## config.mk

```make
export PLATFORM = sky130hd
export DESIGN_NAME = acondicionador_botones
export DESIGN_NICKNAME = d
export VERILOG_FILES = /design/src/rtl/acondicionador_botones.sv
export SDC_FILE = /design/constraint.sdc
export NUM_CORES = 1
export LEC_CHECK = 0
export CAP_MARGIN = 20
export CORE_MARGIN = 2
export CORE_UTILIZATION = 50
export CTS_CLUSTER_SIZE = 8
export DETAILED_ROUTE_END_ITERATION = 6
export PLACE_DENSITY = 0.66
export SYNTH_ARGS = -nofsm -noshare
export SYNTH_HDL_FRONTEND = slang
export SYNTH_SLANG_ARGS = --single-unit
```

## constraint.sdc

```tcl
create_clock -name Clk -period 4.8 [get_ports Clk]
set_clock_uncertainty 0.05 [all_clocks]
set_input_delay 0.48 -clock Clk [delete_from_list [all_inputs] [get_ports Clk]]
set_output_delay 0.48 -clock Clk [all_outputs]
set_load 0.02 [all_outputs]
```

## src/rtl/acondicionador_botones.sv

```systemverilog
// Button conditioning ahead of controlVGA: 2-flop sync + debounce on five inputs, press pulses for Up/Down.
// Optional auto-repeat on Up/Down is enabled by defining AUTOREPEAT_EN.
`timescale 1ns/1ps
module acondicionador_botones #(
  parameter int DEB_CYCLES = 500000,
  parameter int DEB_BITS   = 20,
  parameter int REP_DELAY  = 12500000,
  parameter int REP_RATE   = 2500000,
  parameter int REP_BITS   = 24
) (
  input  logic Clk,
  input  logic reset,
  input  logic BtnUp,
  input  logic BtnDown,
  input  logic BtnTono,
  input  logic BtnColor,
  input  logic BtnLp,
  output logic Up,
  output logic Down,
  output logic Tono,
  output logic color,
  output logic Lp
);

  localparam int NCH = 5;
  localparam logic [DEB_BITS-1:0] DEB_LAST = DEB_BITS'(DEB_CYCLES - 1);

  // Channel order: 0 Up, 1 Down, 2 Tono, 3 color, 4 Lp.
  logic [NCH-1:0] raw;
  logic [NCH-1:0] s1_reg;
  logic [NCH-1:0] s2_reg;
  logic [NCH-1:0] stable;

  assign raw = {BtnLp, BtnColor, BtnTono, BtnDown, BtnUp};

  always_ff @(posedge Clk or negedge reset) begin
    if (!reset) begin
      s1_reg <= '0;
      s2_reg <= '0;
    end else begin
      s1_reg <= raw;
      s2_reg <= s1_reg;
    end
  end

  genvar gi;
  generate
    for (gi = 0; gi < NCH; gi++) begin : g_deb
      logic [DEB_BITS-1:0] cnt_reg;
      logic [DEB_BITS-1:0] cnt_next;
      logic                stable_reg;
      logic                stable_next;

      // Any sample that agrees with the accepted level restarts the count.
      always_comb begin
        cnt_next    = '0;
        stable_next = stable_reg;
        if (s2_reg[gi] != stable_reg) begin
          if (cnt_reg == DEB_LAST) begin
            stable_next = s2_reg[gi];
          end else begin
            cnt_next = cnt_reg + 1'b1;
          end
        end
      end

      always_ff @(posedge Clk or negedge reset) begin
        if (!reset) begin
          cnt_reg    <= '0;
          stable_reg <= 1'b0;
        end else begin
          cnt_reg    <= cnt_next;
          stable_reg <= stable_next;
        end
      end

      assign stable[gi] = stable_reg;
    end
  endgenerate

  assign Tono  = stable[2];
  assign color = stable[3];
  assign Lp    = stable[4];

  logic [1:0] stable_d_reg;
  logic [1:0] rise;
  logic       both_rise;
  logic       both_held;
  logic [1:0] rep_pulse;
  logic       up_reg;
  logic       up_next;
  logic       down_reg;
  logic       down_next;

  assign rise      = stable[1:0] & ~stable_d_reg;
  assign both_rise = rise[0] & rise[1];
  assign both_held = stable[0] & stable[1];

`ifdef AUTOREPEAT_EN
  localparam logic [REP_BITS-1:0] REP_DELAY_LAST = REP_BITS'(REP_DELAY - 1);
  localparam logic [REP_BITS-1:0] REP_RATE_LAST  = REP_BITS'(REP_RATE - 1);

  generate
    for (gi = 0; gi < 2; gi++) begin : g_rep
      logic [REP_BITS-1:0] rep_cnt_reg;
      logic [REP_BITS-1:0] rep_cnt_next;
      logic [REP_BITS-1:0] rep_last;
      logic                first_reg;
      logic                first_next;
      logic                pulse;

      // Counts from the initial press pulse; first target is the hold delay, then the rate.
      always_comb begin
        rep_last     = first_reg ? REP_DELAY_LAST : REP_RATE_LAST;
        rep_cnt_next = '0;
        first_next   = 1'b1;
        pulse        = 1'b0;
        if (stable[gi] && !both_held && !rise[gi]) begin
          if (rep_cnt_reg == rep_last) begin
            pulse      = 1'b1;
            first_next = 1'b0;
          end else begin
            rep_cnt_next = rep_cnt_reg + 1'b1;
            first_next   = first_reg;
          end
        end
      end

      always_ff @(posedge Clk or negedge reset) begin
        if (!reset) begin
          rep_cnt_reg <= '0;
          first_reg   <= 1'b1;
        end else begin
          rep_cnt_reg <= rep_cnt_next;
          first_reg   <= first_next;
        end
      end

      assign rep_pulse[gi] = pulse;
    end
  endgenerate
`else
  // Repeat disabled: constant zero for every legal parameter set, no repeat hardware.
  assign rep_pulse = {2{(REP_DELAY < 1) && (REP_RATE < 1) && (REP_BITS < 1)}};
`endif

  always_comb begin
    up_next   = (rise[0] & ~both_rise) | rep_pulse[0];
    down_next = (rise[1] & ~both_rise) | rep_pulse[1];
  end

  always_ff @(posedge Clk or negedge reset) begin
    if (!reset) begin
      stable_d_reg <= '0;
      up_reg       <= 1'b0;
      down_reg     <= 1'b0;
    end else begin
      stable_d_reg <= stable[1:0];
      up_reg       <= up_next;
      down_reg     <= down_next;
    end
  end

  assign Up   = up_reg;
  assign Down = down_reg;

endmodule
```

; ---- Word-level counts from Yosys, hierarchy flattened
; Cells that the tools add are included.
[totals]
out_inout_bits = 5
word_cells = 51
input_bits = 7
register_bits = 119
[op_classes]
n_mux = 10
reduce_logical = 5
addsub = 5
eq_ne = 10
n_bitwise = 6
[ops]
columns = op, count
row1 = 20-bit two-way mux, 10
row2 = "20-bit by 1-bit adder with 20-bit output, second input constant", 5
row3 = "20-bit by 19-bit == test with 1-bit output, second input constant", 5
row4 = 2-bit AND reduction, 5
row5 = 1-bit inequality test, 5
row6 = 1-bit bitwise AND, 3
row7 = 2-bit bitwise AND, 1
row8 = 2-bit NOT, 1
row9 = 1-bit NOT, 1

; ---- Depth between registers and ports, before layout
[logic_depth]
depth_word = 5
ltp_mapped = 6
mapped_depth_nobuf = 5

; ---- Worst setup path before layout
; No wires, ideal clock.
[synth_timing]
path_kind = register -> register
start = reg g_deb[0].cnt_reg[14]
end = reg g_deb[0].stable_reg
arrival_ns = 1.836
path_stages_with_launch = 5
required_ns = 4.625
n_path_buf = 0
setup_slack_ns = 2.789
cell_sequence = dfrtp_1 -> or4_1 -> or4_4 -> nor2_1 -> mux2_2
[synth_via]
elab_chain_cells = 2
[synth_lines]
columns = element, line
row1 = start: declaration, 49  ; logic [DEB_BITS-1:0] cnt_reg;
row2 = start signal: assignment, 72  ; cnt_reg <= cnt_next;
row3 = 20-bit by 19-bit == test with 1-bit output, 59  ; if (cnt_reg == DEB_LAST) begin
row4 = 2-bit AND reduction (no source line), --
row5 = end signal: assignment, 73  ; stable_reg <= stable_next;
row6 = end: declaration, 51  ; logic stable_reg;
; Every way passes these cells.
; A chain may end at the register's enable or synchronous reset.

; ---- Worst setup path after layout
[layout_timing]
start = reg g_deb[2].cnt_reg[0]
end = reg g_deb[2].cnt_reg[12]
[layout_via]
elab_chain_cells = 3
[layout_lines]
columns = element, line
row1 = start: declaration, 49
row2 = start signal: assignment, 72
row3 = 20-bit by 1-bit adder with 20-bit output or 20-bit by 19-bit == test with 1-bit output (tied branches), "62, 59"
row4 = 20-bit two-way mux (*), 59
row5 = 20-bit two-way mux (*), 58  ; if (s2_reg[gi] != stable_reg) begin
row6 = named net g_deb[2].cnt_next[12], 50  ; logic [DEB_BITS-1:0] cnt_next;
; Mark *: on every way through the listed nets, which the timed path passes. The rest lies on a longest branch.

==> metrics.md <==
| Metric | Value |
|---|---|
| Status | `completed` |
| Max Cap Viol | `0` |
| Sequential Power Share | `45.7%` |
| Combinational power share | `2.8%` |
| Worst-skew pair later-pin latency | `0.41 ns` |
| Type of origin of the critical path | `flop` |
| GP Congestion | `0.7967` |
| # nets final | `595` |
| Sequential share of the synthesized area | `52.19%` |
| Placed instance count | `707` |
| H-tree depth | `4` |
| Slowest stage delay, CP | `0.71 ns` |
| CP max-delay cell | `o21ai_1` |
| Pins over their slew limit | `0` |
| Crit path kind | `reg2reg` |
| WL per Instance | `14.01 microns` |
| Reg clk slew, reported paths | `0.05 ns` |
| Area grow syn2layout | `13.90%` |
| Net switching power | `478.4 uW` |
| Syn Inst Count | `560` |
| First drt pass iteration count | `5` |
| CTS Buf Count | `17` |
| CTS resizes | `0` |
| CTS tree | `built` |
| Pin count of the biggest net entering global routing | `63` |
| # fillers | `952` |
| Setup WS post-layout | `2.311 ns` |
| CTS max path bufs | `2` |
| Ys flop type | `dfrtp_1` |
| Net Sw Frac | `21.17%` |
| Total core area | `11270 sq um` |
| Worst VDD drop | `0.0002464 V` |
| Data arrival time of the worst path | `2.73 ns` |
| Worst Path Required | `5.04 ns` |
| Hold Crit Class | `in2async` |
| Non-filler cells, final | `739` |
| Clock power frac | `51.5%` |
| Post-synthesis mux area share | `1.162%` |
| R2R Setup Slk | `2.31 ns` |
| Syn nets | `572` |
| Post-Syn Area | `5705 sq um` |
| # diodes | `0` |
| Post-synth EDFFs | `0` |
| Die Ht | `110.8 microns` |
| PortBufs | `11` |
| Max_slew headroom | `33.40%` |
| DP Wirelength | `6867 microns` |
| Number of core rows | `39` |
| Die width | `110.8 microns` |
| WL final | `10350 microns` |
| Vias per std cell | `5.558` |
| Total number of vias | `4107` |
| First-pass GRT wire length | `18580 microns` |
| Internal Power | `1.782 mW` |
| Total GRT Usage | `18.43%` |
| Ports | `12` |
| Endpoints failing hold | `0` |
| Largest family of logic cells by synthesized area | `simple AND/OR/NAND/NOR gates` |
| Max reg flops | `100` |
| Synth Area in Simple Gates | `25.57%` |
| Worst-margin pin slew | `0.9955 ns` |
| # setup viols final | `0` |
| Period utilization | `51.85%` |
| #FFs+latches synth | `119` |
| CTS Root Cell | `clkbuf_16` |
| Most common cell after layout, fill and taps aside | `dfrtp_1` |
| Mean post-synth cell area | `10.19 sq um` |
| Type of element capturing the critical path | `flop` |
| Hold Buf Count CTS | `0` |
| Number of global-route vias before repair | `4060` |
| Share of layout cells above drive strength 1 | `9.564%` |
| Most frequent cells in the layout | `dfrtp_1 (119), nor2_1 (88), xnor2_1 (56), nand3_1 (31), nand2_1 (30)` |
| Max FO, Critical Path | `13` |
| Sink Count | `119` |
| Place WS | `2.290 ns` |
| RSZ-0062 raised after global routing | `false` |
| Compound-Gate Fraction of Synth Area | `6.425%` |
| Leak Pwr | `2.561 nW` |
| Initial antenna violation count | `0` |
| Post-route ant nets | `0` |
| Final routed DRC violation total | `0` |
| Synth Area in XOR/XNOR | `11.05%` |
| Final worst path period need | `2.489 ns` |
| Final setup TNS | `0 ns` |
| Initial core utilization | `50.62%` |
| Levels on crit path | `6` |
| Buf/Inv on CP | `1` |
| Synth cell types | `44` |
| Warnings from Yosys | `0` |
| Top cell family by delay on the critical path | `compound AO/OA/AOI/OAI gates` |
| Die area | `12280 sq um` |
| Critical-path cell list | `ha_1, nand4_1, or2_2, o21ai_1, buf_4, nor2_1` |
| Post-synthesis adder-cell area fraction | `1.096%` |
| FMAX | `401.8 MHz` |
| Power density over the cells | `347.8 nW/um^2` |
| Total grt overflow | `0` |
| Post-synth ARST share | `100.0%` |
| Number of setup buffers added after CTS | `0` |
| DRT iter0 DRCs | `182` |
| Depth of the worst register-to-register path | `6` |
metal layers:
layer	track usage (%)	share of wire [%]	vias to the layer above
li1	-	-	2037
met1	23.91	47	2009
met2	29.45	48	47
met3	4.866	2.8	14
met4	7.750	1.7	0
met5	0	0	-
cell type report:
cell class / instances / area, sq um / area share [%]
Sequential cell: 119 / 2978 / 45.82
Multi-Input combinational cell: 410 / 2585 / 39.78
Clock buffer: 22 / 474.2 / 7.297
Tap cell: 143 / 178.9 / 2.753
Timing Repair Buffer: 13 / 122.6 / 1.887
Inverter: 22 / 82.58 / 1.271
Clock inverter: 10 / 77.57 / 1.194
worst register-to-register path, delay by kind of cell (launching register included):
| family | cells | cell delay (ns) |
|---|---|---|
| simple gates | 3 | 0.69 |
| fa+ha+maj | 1 | 0.23 |
| buf+inv | 1 | 0.28 |
| flops | 1 | 0.41 |
| compound gates | 1 | 0.71 |
cell families after synthesis:
family,count (synthesis)
and+or+nand+nor,276
buffers and inverters,31
xor gates and xnor gates,72
DFF,119
adders and majority gates,5
AOI/OAI and AO/OA,51
muxes,6
Yosys cell counts, drive strengths merged (2+ instances only):
| cell | number | share of area (%) |
|---|---|---|
| dfrtp | 119 | 52 |
| nor2 | 88 | 5.8 |
| xnor2 | 56 | 8.6 |
| nand3 | 32 | 2.9 |
| nand2 | 30 | 2.0 |
| nand4 | 27 | 3.1 |
| a21oi | 22 | 1.9 |
| inv | 22 | 1.4 |
| nor3 | 21 | 1.8 |
| nor4 | 19 | 2.1 |
| xor2 | 16 | 2.5 |
| or3 | 15 | 1.7 |
| o21ai | 14 | 1.2 |
| or4 | 14 | 2.0 |
| o31ai | 8 | 1.1 |
| and4 | 7 | 1.1 |
| or2 | 6 | 0.66 |
| buf | 5 | 0.75 |
| ha | 5 | 1.1 |
| mux2 | 5 | 0.99 |
| or4b | 5 | 0.94 |
| clkbuf | 4 | 0.31 |
| nor4b | 4 | 0.61 |
| and2 | 3 | 0.33 |
| o41ai | 3 | 1.4 |
| a31o | 2 | 0.31 |
worst paths after layout:
path	from	end
hold / removal	reset	g_deb[0].cnt_reg[12]$_DFF_PN0_
max in group asynchronous	reset	g_deb[0].cnt_reg[5]$_DFF_PN0_
hold reg to reg	s1_reg[1]$_DFF_PN0_	s2_reg[1]$_DFF_PN0_
min in group Clk	s1_reg[1]$_DFF_PN0_	s2_reg[1]$_DFF_PN0_
setup / recovery	g_deb[2].cnt_reg[0]$_DFF_PN0_	g_deb[2].cnt_reg[12]$_DFF_PN0_
setup reg to reg	g_deb[2].cnt_reg[0]$_DFF_PN0_	g_deb[2].cnt_reg[12]$_DFF_PN0_
stage by stage:
stage	hold slack [ns]	total power [mW]	util, %	area, sq um
global route	0.1514	2.348	57.65	6499
global placement	0.2838	1.114	52.76	5947
finish	0.07670	2.260	57.65	6499
CTS	0.1030	2.292	57.65	6499
floorplan	0.1344	1.083	-	5705
detailed placement	0.2847	1.116	52.76	5947
power by group through the flow:
stage / clock [mW] / sequential [mW] / combinational (mW)
CTS: 1.19 / 1.03 / 0.0663
global route: 1.24 / 1.04 / 0.0749
finish: 1.16 / 1.03 / 0.0636
detailed placement: 0 / 1.05 / 0.0659
floorplan: 0 / 1.05 / 0.0372
global placement: 0 / 1.05 / 0.0645
Note: power is estimated with default switching activity, not from simulation.
==> RTL change (same flow settings) <==
The parameter `DEB_BITS` goes from 20 to 40.
--- a/src/rtl/acondicionador_botones.sv
+++ b/src/rtl/acondicionador_botones.sv
@@ -5,3 +5,3 @@
   parameter int DEB_CYCLES = 500000,
-  parameter int DEB_BITS   = 20,
+  parameter int DEB_BITS   = 40,
   parameter int REP_DELAY  = 12500000,
Function: same outputs for any inputs over 10 cycles, from zero or initial values and one cycle with reset low; that may be too few to reach the edited logic, so the function may still have changed.
==> RTL change against the unedited design <==
  * Cell area is 83% higher
  * Sequential power is 83% higher
  * Die area grew 84%
  * Largest power group is now registers
  * Setup slack worse by 0.16 ns
  * Area after synthesis up 88%
  * Synthesized cell count grew 98%
  * Total power up 69%
  * Critical endpoint is now g_deb[4].cnt_reg[18]
  * Wire length grew 100%
  * Sequential cell count grew 100
==> RTL change: results <==
[global_route]
track_usage_pct = 19.1
met3_usage_pct = 3.36
grt_pass1_wl_um = 36300
grt_max_degree = 103
met2_usage_pct = 30.3
use_met1_pct = 27.4
grt_pass1_vias = 7659

[clock_tree]
htree_levels = 1
clk-insertion-delay-late_ns = 0.54
cts_made_buffers = 31
cts_buffer_depth = 3

[power_and_ir_drop]
vdd_drop_max_mv = 0.237
leakagePower_nw = 4.93

[synthesis]
ys_seq_area_share_pct = 51.1
synthTopCellsByCount = 219 x dfrtp_1, 203 x nor2_1, 109 x xor2_1, 85 x nand4_1, 77 x nand3_1
synth_cell_types = 39
synth.area.top_cells = dfrtp_1 51%, xor2_1 8.9%, nor2_1 7.1%
syn_avg_cell_area_um2 = 9.65
ys.warnings.count = 0

[placed_design]
dp_hpwl_um = 12900
dp_cells = 1361
gp_congestion = 0.771
pre_cts_slack_ns = 2.16

[detailed_routing]
drt-wirelength-per-cell_um = 14.9
routed-wl-met2_um = 9620
met1_length_um = 10200
met3_wirelength_um = 706
wl_um = 20800
vias_per_cell = 5.62

[layout]
largest_reg_flops = 200
final_nets = 1135

[run_status]
status = completed

[worst_hold_path]
hold_class = reg2reg

[setup_path]
slowest_delay_ns = 0.69
crit_path_max_fanout = 40
arrival_ns = 2.98
crit_family = simple AND/OR/NAND/NOR gates

[timing]
tightest_slew_ns = 0.828
RTL change: cell count changes after synthesis, moves of 7 or more:
cell,before,now
xor2_1,16,109
and4_1,7,19
nand4_1,26,85
nand3_1,31,77
and3_1,1,30
clkbuf_1,2,33
nor3_1,21,28
nor4_1,19,45
nand2_1,30,52
nor2_1,88,203
dfrtp_1,119,219
RTL change: cell type report:
type,count,area (µm²)
Sequential cell,219,5480
Inverter,25,93.8
Clock inverter,2,16.3
Fill cell,1814,9100
Clock buffer,31,776
Timing Repair Buffer,22,211
Multi-Input combinational cell,824,5000
Tap cell,275,344
RTL change: where the power goes:
| group | total (mW) | internal, mW | switching (mW) |
|---|---|---|---|
| clock | 1.84 | 1.12 | 0.718 |
| combinational | 0.0934 | 0.0213 | 0.0721 |
| sequential | 1.88 | 1.87 | 0.0136 |
RTL change: worst paths after layout:
check | start | to | slack (ns) | cells after the start
worst min-delay path | s1_reg[2] | s2_reg[2] | 0.30 | 0
max in group asynchronous | reset | g_deb[1].cnt_reg[14] | 3.14 | 3
worst max-delay path | g_deb[4].cnt_reg[27] | g_deb[4].cnt_reg[18] | 2.15 | 5
worst min register to register | s1_reg[2] | s2_reg[2] | 0.30 | 0
min in group asynchronous | reset | g_deb[0].cnt_reg[34] | 0.52 | 2
worst max register to register | g_deb[4].cnt_reg[27] | g_deb[4].cnt_reg[18] | 2.15 | 5
RTL change: cells by family (layout without fill, tap and decap cells):
logic type      count (synthesis)  count (layout)  share of synthesized area (%)
xor+xnor                      171             171                           14.0
simple gates                  595             595                           28.8
buf+inv                        68              80                           2.51
compound gates                 48              48                           2.57
flops                         219             219                           51.1
mux                             5               5                          0.525
fa+ha+maj                       5               5                          0.583
RTL change: what timing repair did:
action	in CTS	in global routing
hold buffers	1	0
resized for setup	0	0
endpoints found under the hold margin	100	0
